[src/rtl/alu_sequencer.sv]
// alu_sequencer: accepts one ALU request at a time, drives an external registered ALU,
// waits LATENCY cycles, then returns the captured result through a response handshake.
// Build option: define ALU_SEQ_OVF_TRAP_EN to add a sticky overflow trap. While the trap
// is set, new requests are blocked until trap_clr. Without the macro, trap is tied low and
// trap_clr is ignored.
module alu_sequencer #(
    parameter int unsigned LATENCY = 1
) (
    input  logic        clk,
    input  logic        reset,
    // Request side
    input  logic        req_valid,
    output logic        req_ready,
    input  logic [5:0]  req_op,
    input  logic [31:0] req_a,
    input  logic [31:0] req_b,
    // Registered ALU side
    output logic [31:0] alu_a,
    output logic [31:0] alu_b,
    output logic [2:0]  alu_ctrl,
    input  logic [31:0] alu_r,
    input  logic        alu_zero,
    input  logic        alu_ovf,
    // Response side
    output logic        rsp_valid,
    input  logic        rsp_ready,
    output logic [31:0] rsp_data,
    output logic        rsp_zero,
    output logic        rsp_ovf,
    output logic        rsp_illegal,
    // Sticky overflow trap
    output logic        trap,
    input  logic        trap_clr
);

    localparam logic [5:0] FunctAdd = 6'b100000;
    localparam logic [5:0] FunctSub = 6'b100010;
    localparam logic [5:0] FunctXor = 6'b100110;

    localparam logic [2:0] CtrlAdd  = 3'b000;
    localparam logic [2:0] CtrlSub  = 3'b001;
    localparam logic [2:0] CtrlXor  = 3'b010;
    localparam logic [2:0] CtrlNone = 3'b111;

    // ISSUE loads LATENCY-1 so WAIT lasts exactly LATENCY cycles
    localparam logic [3:0] WaitLoad = 4'(LATENCY - 1);

    typedef enum logic [1:0] {
        StIdle,
        StIssue,
        StWait,
        StResp
    } state_e;

    state_e      state_q, state_d;
    logic [3:0]  cnt_q, cnt_d;

    // Latched request
    logic [31:0] op_a_q, op_a_d;
    logic [31:0] op_b_q, op_b_d;
    logic [2:0]  ctrl_q, ctrl_d;
    logic        illegal_q, illegal_d;

    // Response payload
    logic [31:0] rsp_data_q, rsp_data_d;
    logic        rsp_zero_q, rsp_zero_d;
    logic        rsp_ovf_q, rsp_ovf_d;
    logic        rsp_illegal_q, rsp_illegal_d;

    logic [2:0]  dec_ctrl;
    logic        dec_illegal;
    logic        accept;
    logic        capture;
    logic        busy;
    logic        cap_ovf;

    // Decode the incoming funct code into an ALU control word
    always_comb begin
        dec_ctrl    = CtrlNone;
        dec_illegal = 1'b1;
        case (req_op)
            FunctAdd: begin
                dec_ctrl    = CtrlAdd;
                dec_illegal = 1'b0;
            end
            FunctSub: begin
                dec_ctrl    = CtrlSub;
                dec_illegal = 1'b0;
            end
            FunctXor: begin
                dec_ctrl    = CtrlXor;
                dec_illegal = 1'b0;
            end
            default: begin
                dec_ctrl    = CtrlNone;
                dec_illegal = 1'b1;
            end
        endcase
    end

    assign req_ready = (state_q == StIdle) && !trap;
    assign accept    = req_valid && req_ready;
    assign capture   = (state_q == StWait) && (cnt_q == '0);
    assign busy      = (state_q == StIssue) || (state_q == StWait);

    // Overflow is only meaningful for arithmetic ops; XOR and illegal ops never flag it
    assign cap_ovf = ((ctrl_q == CtrlAdd) || (ctrl_q == CtrlSub)) && alu_ovf;

    // Next-state logic: request latch, wait counter and state transitions
    always_comb begin
        state_d   = state_q;
        cnt_d     = cnt_q;
        op_a_d    = op_a_q;
        op_b_d    = op_b_q;
        ctrl_d    = ctrl_q;
        illegal_d = illegal_q;
        case (state_q)
            StIdle: begin
                if (accept) begin
                    op_a_d    = req_a;
                    op_b_d    = req_b;
                    ctrl_d    = dec_ctrl;
                    illegal_d = dec_illegal;
                    state_d   = StIssue;
                end
            end
            StIssue: begin
                cnt_d   = WaitLoad;
                state_d = StWait;
            end
            StWait: begin
                if (cnt_q == '0) begin
                    state_d = StResp;
                end else begin
                    cnt_d = cnt_q - 4'd1;
                end
            end
            StResp: begin
                if (rsp_ready) begin
                    state_d = StIdle;
                end
            end
            default: begin
                state_d = StIdle;
            end
        endcase
    end

    // Response payload capture; it holds until the next capture
    always_comb begin
        rsp_data_d    = rsp_data_q;
        rsp_zero_d    = rsp_zero_q;
        rsp_ovf_d     = rsp_ovf_q;
        rsp_illegal_d = rsp_illegal_q;
        if (capture) begin
            rsp_data_d    = illegal_q ? 32'h0 : alu_r;
            rsp_zero_d    = illegal_q ? 1'b1 : alu_zero;
            rsp_ovf_d     = cap_ovf;
            rsp_illegal_d = illegal_q;
        end
    end

    // State, request latch and payload registers; reset drops any in-flight op
    always_ff @(posedge clk) begin
        if (reset) begin
            state_q       <= StIdle;
            cnt_q         <= '0;
            op_a_q        <= '0;
            op_b_q        <= '0;
            ctrl_q        <= CtrlNone;
            illegal_q     <= 1'b0;
            rsp_data_q    <= '0;
            rsp_zero_q    <= 1'b0;
            rsp_ovf_q     <= 1'b0;
            rsp_illegal_q <= 1'b0;
        end else begin
            state_q       <= state_d;
            cnt_q         <= cnt_d;
            op_a_q        <= op_a_d;
            op_b_q        <= op_b_d;
            ctrl_q        <= ctrl_d;
            illegal_q     <= illegal_d;
            rsp_data_q    <= rsp_data_d;
            rsp_zero_q    <= rsp_zero_d;
            rsp_ovf_q     <= rsp_ovf_d;
            rsp_illegal_q <= rsp_illegal_d;
        end
    end

    // ALU operands are only driven while the op is in flight
    assign alu_a    = busy ? op_a_q : 32'h0;
    assign alu_b    = busy ? op_b_q : 32'h0;
    assign alu_ctrl = busy ? ctrl_q : CtrlNone;

    assign rsp_valid   = (state_q == StResp);
    assign rsp_data    = rsp_data_q;
    assign rsp_zero    = rsp_zero_q;
    assign rsp_ovf     = rsp_ovf_q;
    assign rsp_illegal = rsp_illegal_q;

`ifdef ALU_SEQ_OVF_TRAP_EN
    logic trap_q, trap_d;

    // Sticky trap: a set on the RESP-entry edge wins over a simultaneous clear
    always_comb begin
        trap_d = trap_q;
        if (trap_clr) begin
            trap_d = 1'b0;
        end
        if (capture && cap_ovf) begin
            trap_d = 1'b1;
        end
    end

    // Trap register
    always_ff @(posedge clk) begin
        if (reset) begin
            trap_q <= 1'b0;
        end else begin
            trap_q <= trap_d;
        end
    end

    assign trap = trap_q;
`else
    logic unused_trap_clr;

    assign unused_trap_clr = trap_clr;
    assign trap            = 1'b0;
`endif

endmodule

[config.mk]
export PLATFORM = sky130hd
export DESIGN_NAME = alu_sequencer
export DESIGN_NICKNAME = d
export VERILOG_FILES = /design/src/rtl/alu_sequencer.sv
export SDC_FILE = /design/constraint.sdc
export NUM_CORES = 1
export LEC_CHECK = 0
export ABC_AREA = 1
export BUFFER_PORTS_ARGS = -buffer_cell sky130_fd_sc_hd__buf_2
export CAP_MARGIN = 10
export CORE_UTILIZATION = 47
export DETAILED_ROUTE_END_ITERATION = 6
export PLACE_DENSITY_LB_ADDON = 0.2
export SLEW_MARGIN = 15
export SYNTH_ARGS = -nofsm -noshare
export SYNTH_HDL_FRONTEND = slang
export SYNTH_SLANG_ARGS = --single-unit
[constraint.sdc]
create_clock -name clk -period 1.88 [get_ports clk]
set_input_delay 0.376 -clock clk [delete_from_list [all_inputs] [get_ports clk]]
set_output_delay 0.376 -clock clk [all_outputs]
set_load 0.01 [all_outputs]
* Word-level counts from Yosys, hierarchy flattened
Index checks and enable logic that the tools add are counted.
** Word-level totals
- Word-level logic and storage cells :: 48
- Bits of input ports :: 109
- Flip-flop bits (word level) :: 109
** Operators by class
- Reductions and logical operators :: 13
- Mux-type cells :: 13
- Add/subtract/negate cells :: 1
- Eq/ne operators :: 11
** Operator list (number)
- two-way mux 32 bit :: 3
- equality test 6 bit, second input constant :: 3
- case mux 3 bit (3 select lines) :: 1
- case mux 2 bit (4 select lines) :: 1
- case mux 4 bit (2 select lines) :: 1
- two-way mux 2 bit :: 3
- inequality test 2 x 1 -> 1 bit, second input constant :: 3
- equality test 2 bit, second input constant :: 2
- zero test 4 bit :: 1
- two-way mux 4 bit :: 1
- AND reduction 2 bit :: 2
- subtractor 4 x 1 -> 4 bit, second input constant :: 1
- equality test 3 x 1 -> 1 bit, second input constant :: 1
- logical AND 1 bit :: 3
- zero test 3 bit :: 1
- two-way mux 3 bit :: 1
- AND reduction 3 bit :: 1
- OR reduction 3 bit :: 1
- equality test 2 x 1 -> 1 bit, second input constant :: 1
- zero test 2 bit :: 1
- logical OR 1 bit :: 2
- two-way mux 1 bit :: 2
- inequality test 2 bit, second input constant :: 1
- nonzero test 2 bit :: 1

* Logic depth before layout (Yosys ltp)
- Depth after elaboration :: 4
- Gate-level depth with buffers :: 8
- Depth with buffers taken out :: 8

* Worst setup path before layout
Ideal clock, no wire load.
- Path type :: reg2out
- Start :: register state_q[0]
- End :: output port alu_a[30]
- Required time :: 1.504 ns
- Path slack :: 0.142 ns
- Stages on the path, launching flop included :: 8
- Path buffers :: 3
- Arrival :: 1.362 ns
- Cells stage by stage :: dfxtp_1 > inv_1 > ha_1 > clkbuf_1 > buf_2 > buf_2 > nand2_1 > inv_1
** On the way
- Cells in the longest elaborated chain, start to end :: 3
** Ends and longest elaborated chain
- start, declared :: line 55 : state_e state_q, state_d;
- start signal, assigned :: line 166 : state_q <= StIdle;
- start signal, assigned :: line 177 : state_q <= state_d;
- equality test 2 x 1 -> 1 bit / equality test 2 bit (equally long branches) :: line 104 : assign busy = (state_q == StIssue) || (state_q == StWait);
- logical OR 1 bit * :: line 104
- two-way mux 32 bit * :: line 191 : assign alu_a = busy ? op_a_q : 32'h0;
- end, declared :: line 18 : output logic [31:0] alu_a,
Mark *: on every way between the ends. The rest lies on a longest branch, timed or not.

* Worst setup path after layout
- Start :: register state_q[1]
- End :: output port alu_a[19]
Same word-level chain as after synthesis.

==> run metrics <==
CTS tree=done; FF-to-FF path depth=6; Placement Cell Area=just under 6000 um^2; CP bufs+invs=5; initial core utilization=just under 50%; WL final=between 10000 and 15000 um; post-synth top area share=45.3%; post-layout worst setup margin=-0.0889 ns; synth cell count leaders=139 x nor2_1, 126 x nand2_1, 109 x dfxtp_1; critical path data required time=approximately 1.5 ns; Worst Setup SP=state_q[1]; global-route wire length before repair=~19000 um; Final period util=105%; Die Height=103 um; die span in x=a little over 100 um; post-synth top area cell=dfxtp_1; n_diodes=0; Mapped Cells=between 600 and 700; grt ovf=0; PD cells=1580 nW/um^2; antenna violations before repair=0; fin cells=1008; max frequency=approximately 510 MHz; Placer Congestion=0.796; post-synthesis sequential area ratio=a little under half; Critical Path Source Type=flip-flop; Skew-Pair Late Insertion Delay=0.37 ns; Main synth FF type=dfxtp_1; Clk Tree Root Cell=clkbuf_8; CTS Sinks=roughly 110; post-synthesis area per instance=a little over 7 um^2; crit path DAT=between 1.5 and 2 ns; worst IR drop on VDD=slightly below 0.8 mV; clk_skew=0.00806 ns; total number of vias=just under 5000; crit-path max FO=6; overall power consumption=between 10 and 15 mW; Final HPWL DP=approximately 8100 um; max incr delay on CP=approximately 0.35 ns; placed insts=978; Setup Viol. Count Final=54; core area=9860 um^2; Seq cells post-synth=109; largest net degree at the start of global routing=70; HP Class=in -> reg; asr flop ratio synth=0%; fraction of layout cells with a size suffix above 1=~45%; Crit. path cell count=7; DR WL/cell=13.2 um; 1st-iter DRT viols=roughly 150; DRT antenna net count=0; drt via density=around 4.8; I/O Pins=214; Hold Fails Final Rpt=0; first drt pass iteration count=4; syn nets=about 800; fin. max-slew vios=0; status=finished, violations left; critical path cell sequence=inv_2 > ha_4 > buf_12 > clkbuf_16 > nand2_2 > inv_1 > buf_2; reg-to-reg critical path startpoint=state_q[1]; largest cells by area after synthesis=dfxtp_1 45%, nor2_1 11%, nand2_1 9.8%; post-layout util=70.0%; worst setup path class=reg -> out; Critical Path End=alu_a[19]; Max Cap Viol=0; Worst R2R End=rsp_zero; Syn. warnings=0; CTS max path bufs=2; design area=6900 um^2; dpl ws=about 0.15 ns; count of cell types in the netlist=26; DRC=0; vias in the first global route=roughly 4300; die area=~11000 um^2; Static Leak=around 3.6 nW; R2R Setup Slk=roughly 0.26 ns; GR Util All Layers=22.5%; # rows=36; filler instances=809; # hold bufs at CTS=0; failing checks=negative setup slack; Top Family by Delay on Critical Path=buffers and inverters; Area growth, synth to finish=43.3%; Post-synth EDFFs=0; RSZ-0062 raised after global routing=yes; Port Buffers=around 210; clock slew at reported path FFs=approximately 0.09 ns; CTS Buf Count=9; most frequent cell after synthesis=nor2_1; Final nets=between 900 and 1000; min Tclk post-route=approximately 2.0 ns; Crit-path slowest cell=dfxtp_2; H-tree levels=3; Synth Cell Area=between 4000 and 5000 um^2; Setup crit end kind=output pin
-- worst reg2reg max path: cells and delay by family, from the launching register on --
| family | cells | cell delay [ns] |
|---|---|---|
| and+or+nand+nor | 2 | 0.21 |
| buffers and inverters | 2 | 0.43 |
| adders and majority gates | 1 | 0.27 |
| AOI/OAI and AO/OA | 1 | 0.27 |
| DFF | 1 | 0.34 |
-- logic make-up after synthesis --
group           count (synthesis)  share of synthesized area [%]
compound gates                110                           12.2
fa+ha+maj                       7                           1.82
buf+inv                       130                           11.6
flops                         109                           45.3
other cells                     1                         0.0778
simple gates                  312                           29.0
-- flip-flops by register name (all words and copies together) (netlist names) --
register,cells
cnt_q,4
illegal_q,1
rsp_illegal,1
rsp_ovf,1
ctrl_q,3
rsp_data,32
op_b_q,32
rsp_zero,1
state_q,2
op_a_q,32
-- report_power, final --
group	internal (mW)	switching, mW
sequential	2.93	0.391
combinational	2.86	3.38
clock	0.629	0.757
total	6.41	4.52
-- cell usage in the layout (no fill, tap or decap), types with 2 or more instances in the layout --
cell / count
nand3_2: 29
buf_16: 2
buf_2: 164
a21oi_1: 33
clkbuf_16: 4
nand3_1: 13
buf_6: 47
inv_1: 38
o211ai_1: 2
dfxtp_2: 2
o21ai_1: 7
buf_4: 9
a21oi_2: 9
inv_2: 47
o21ai_0: 59
clkinvlp_4: 2
nand2_2: 34
ha_1: 6
nand2_1: 76
clkbuf_8: 13
nand2_4: 16
buf_12: 8
dfxtp_1: 107
nor2_1: 139
-- metrics by stage --
step | hold WS (ns) | TNS (ns)
2_1_floorplan | 0.440 | 0
3_3_place_gp | 0.449 | 0
3_5_place_dp | 0.455 | 0
4_1_cts | 0.230 | -3.93
5_1_grt | 0.244 | -7.37
6_report | 0.253 | -3.46
-- routing by layer --
metal	GRT usage [%]	part of all wire, %
met1	23.2	40
met2	41.7	50
met3	7.33	7.9
met4	9.53	2.0
met5	0	0
-- cell type report --
class / count / area, um^2 / area share [%]
Clock buffer: 14 / 183 / 2.65
Clock inverter: 2 / 15.0 / 0.217
Inverter: 86 / 328 / 4.75
Multi-Input combinational cell: 430 / 2290 / 33.2
Sequential cell: 109 / 2180 / 31.6
Tap cell: 133 / 166 / 2.41
Timing Repair Buffer: 234 / 1730 / 25.1
-- worst min path at each step --
| stage | from | to | slack [ns] | cells after the start |
|---|---|---|---|---|
| global placement | rsp_data[1] | rsp_data[1] | 0.45 | 2 |
| detailed placement | rsp_data[18] | rsp_data[18] | 0.46 | 2 |
| finish | alu_zero | rsp_zero | 0.25 | 3 |
| CTS | req_b[12] | op_b_q[12] | 0.23 | 3 |
| floorplan | ctrl_q[0] | ctrl_q[0] | 0.44 | 2 |
| global route | alu_r[7] | rsp_data[7] | 0.24 | 3 |
-- what timing repair did --
action / 4_1_cts / 5_1_grt
gates resized for setup: 14 / 152
pin swaps: 1 / 11
buffers inserted: 4 / 4
hold endpoints to repair: 0 / 0
gates cloned: 3 / 4
setup endpoints to repair: 67 / 67
No activity file was read; power rests on OpenSTA's default activity.
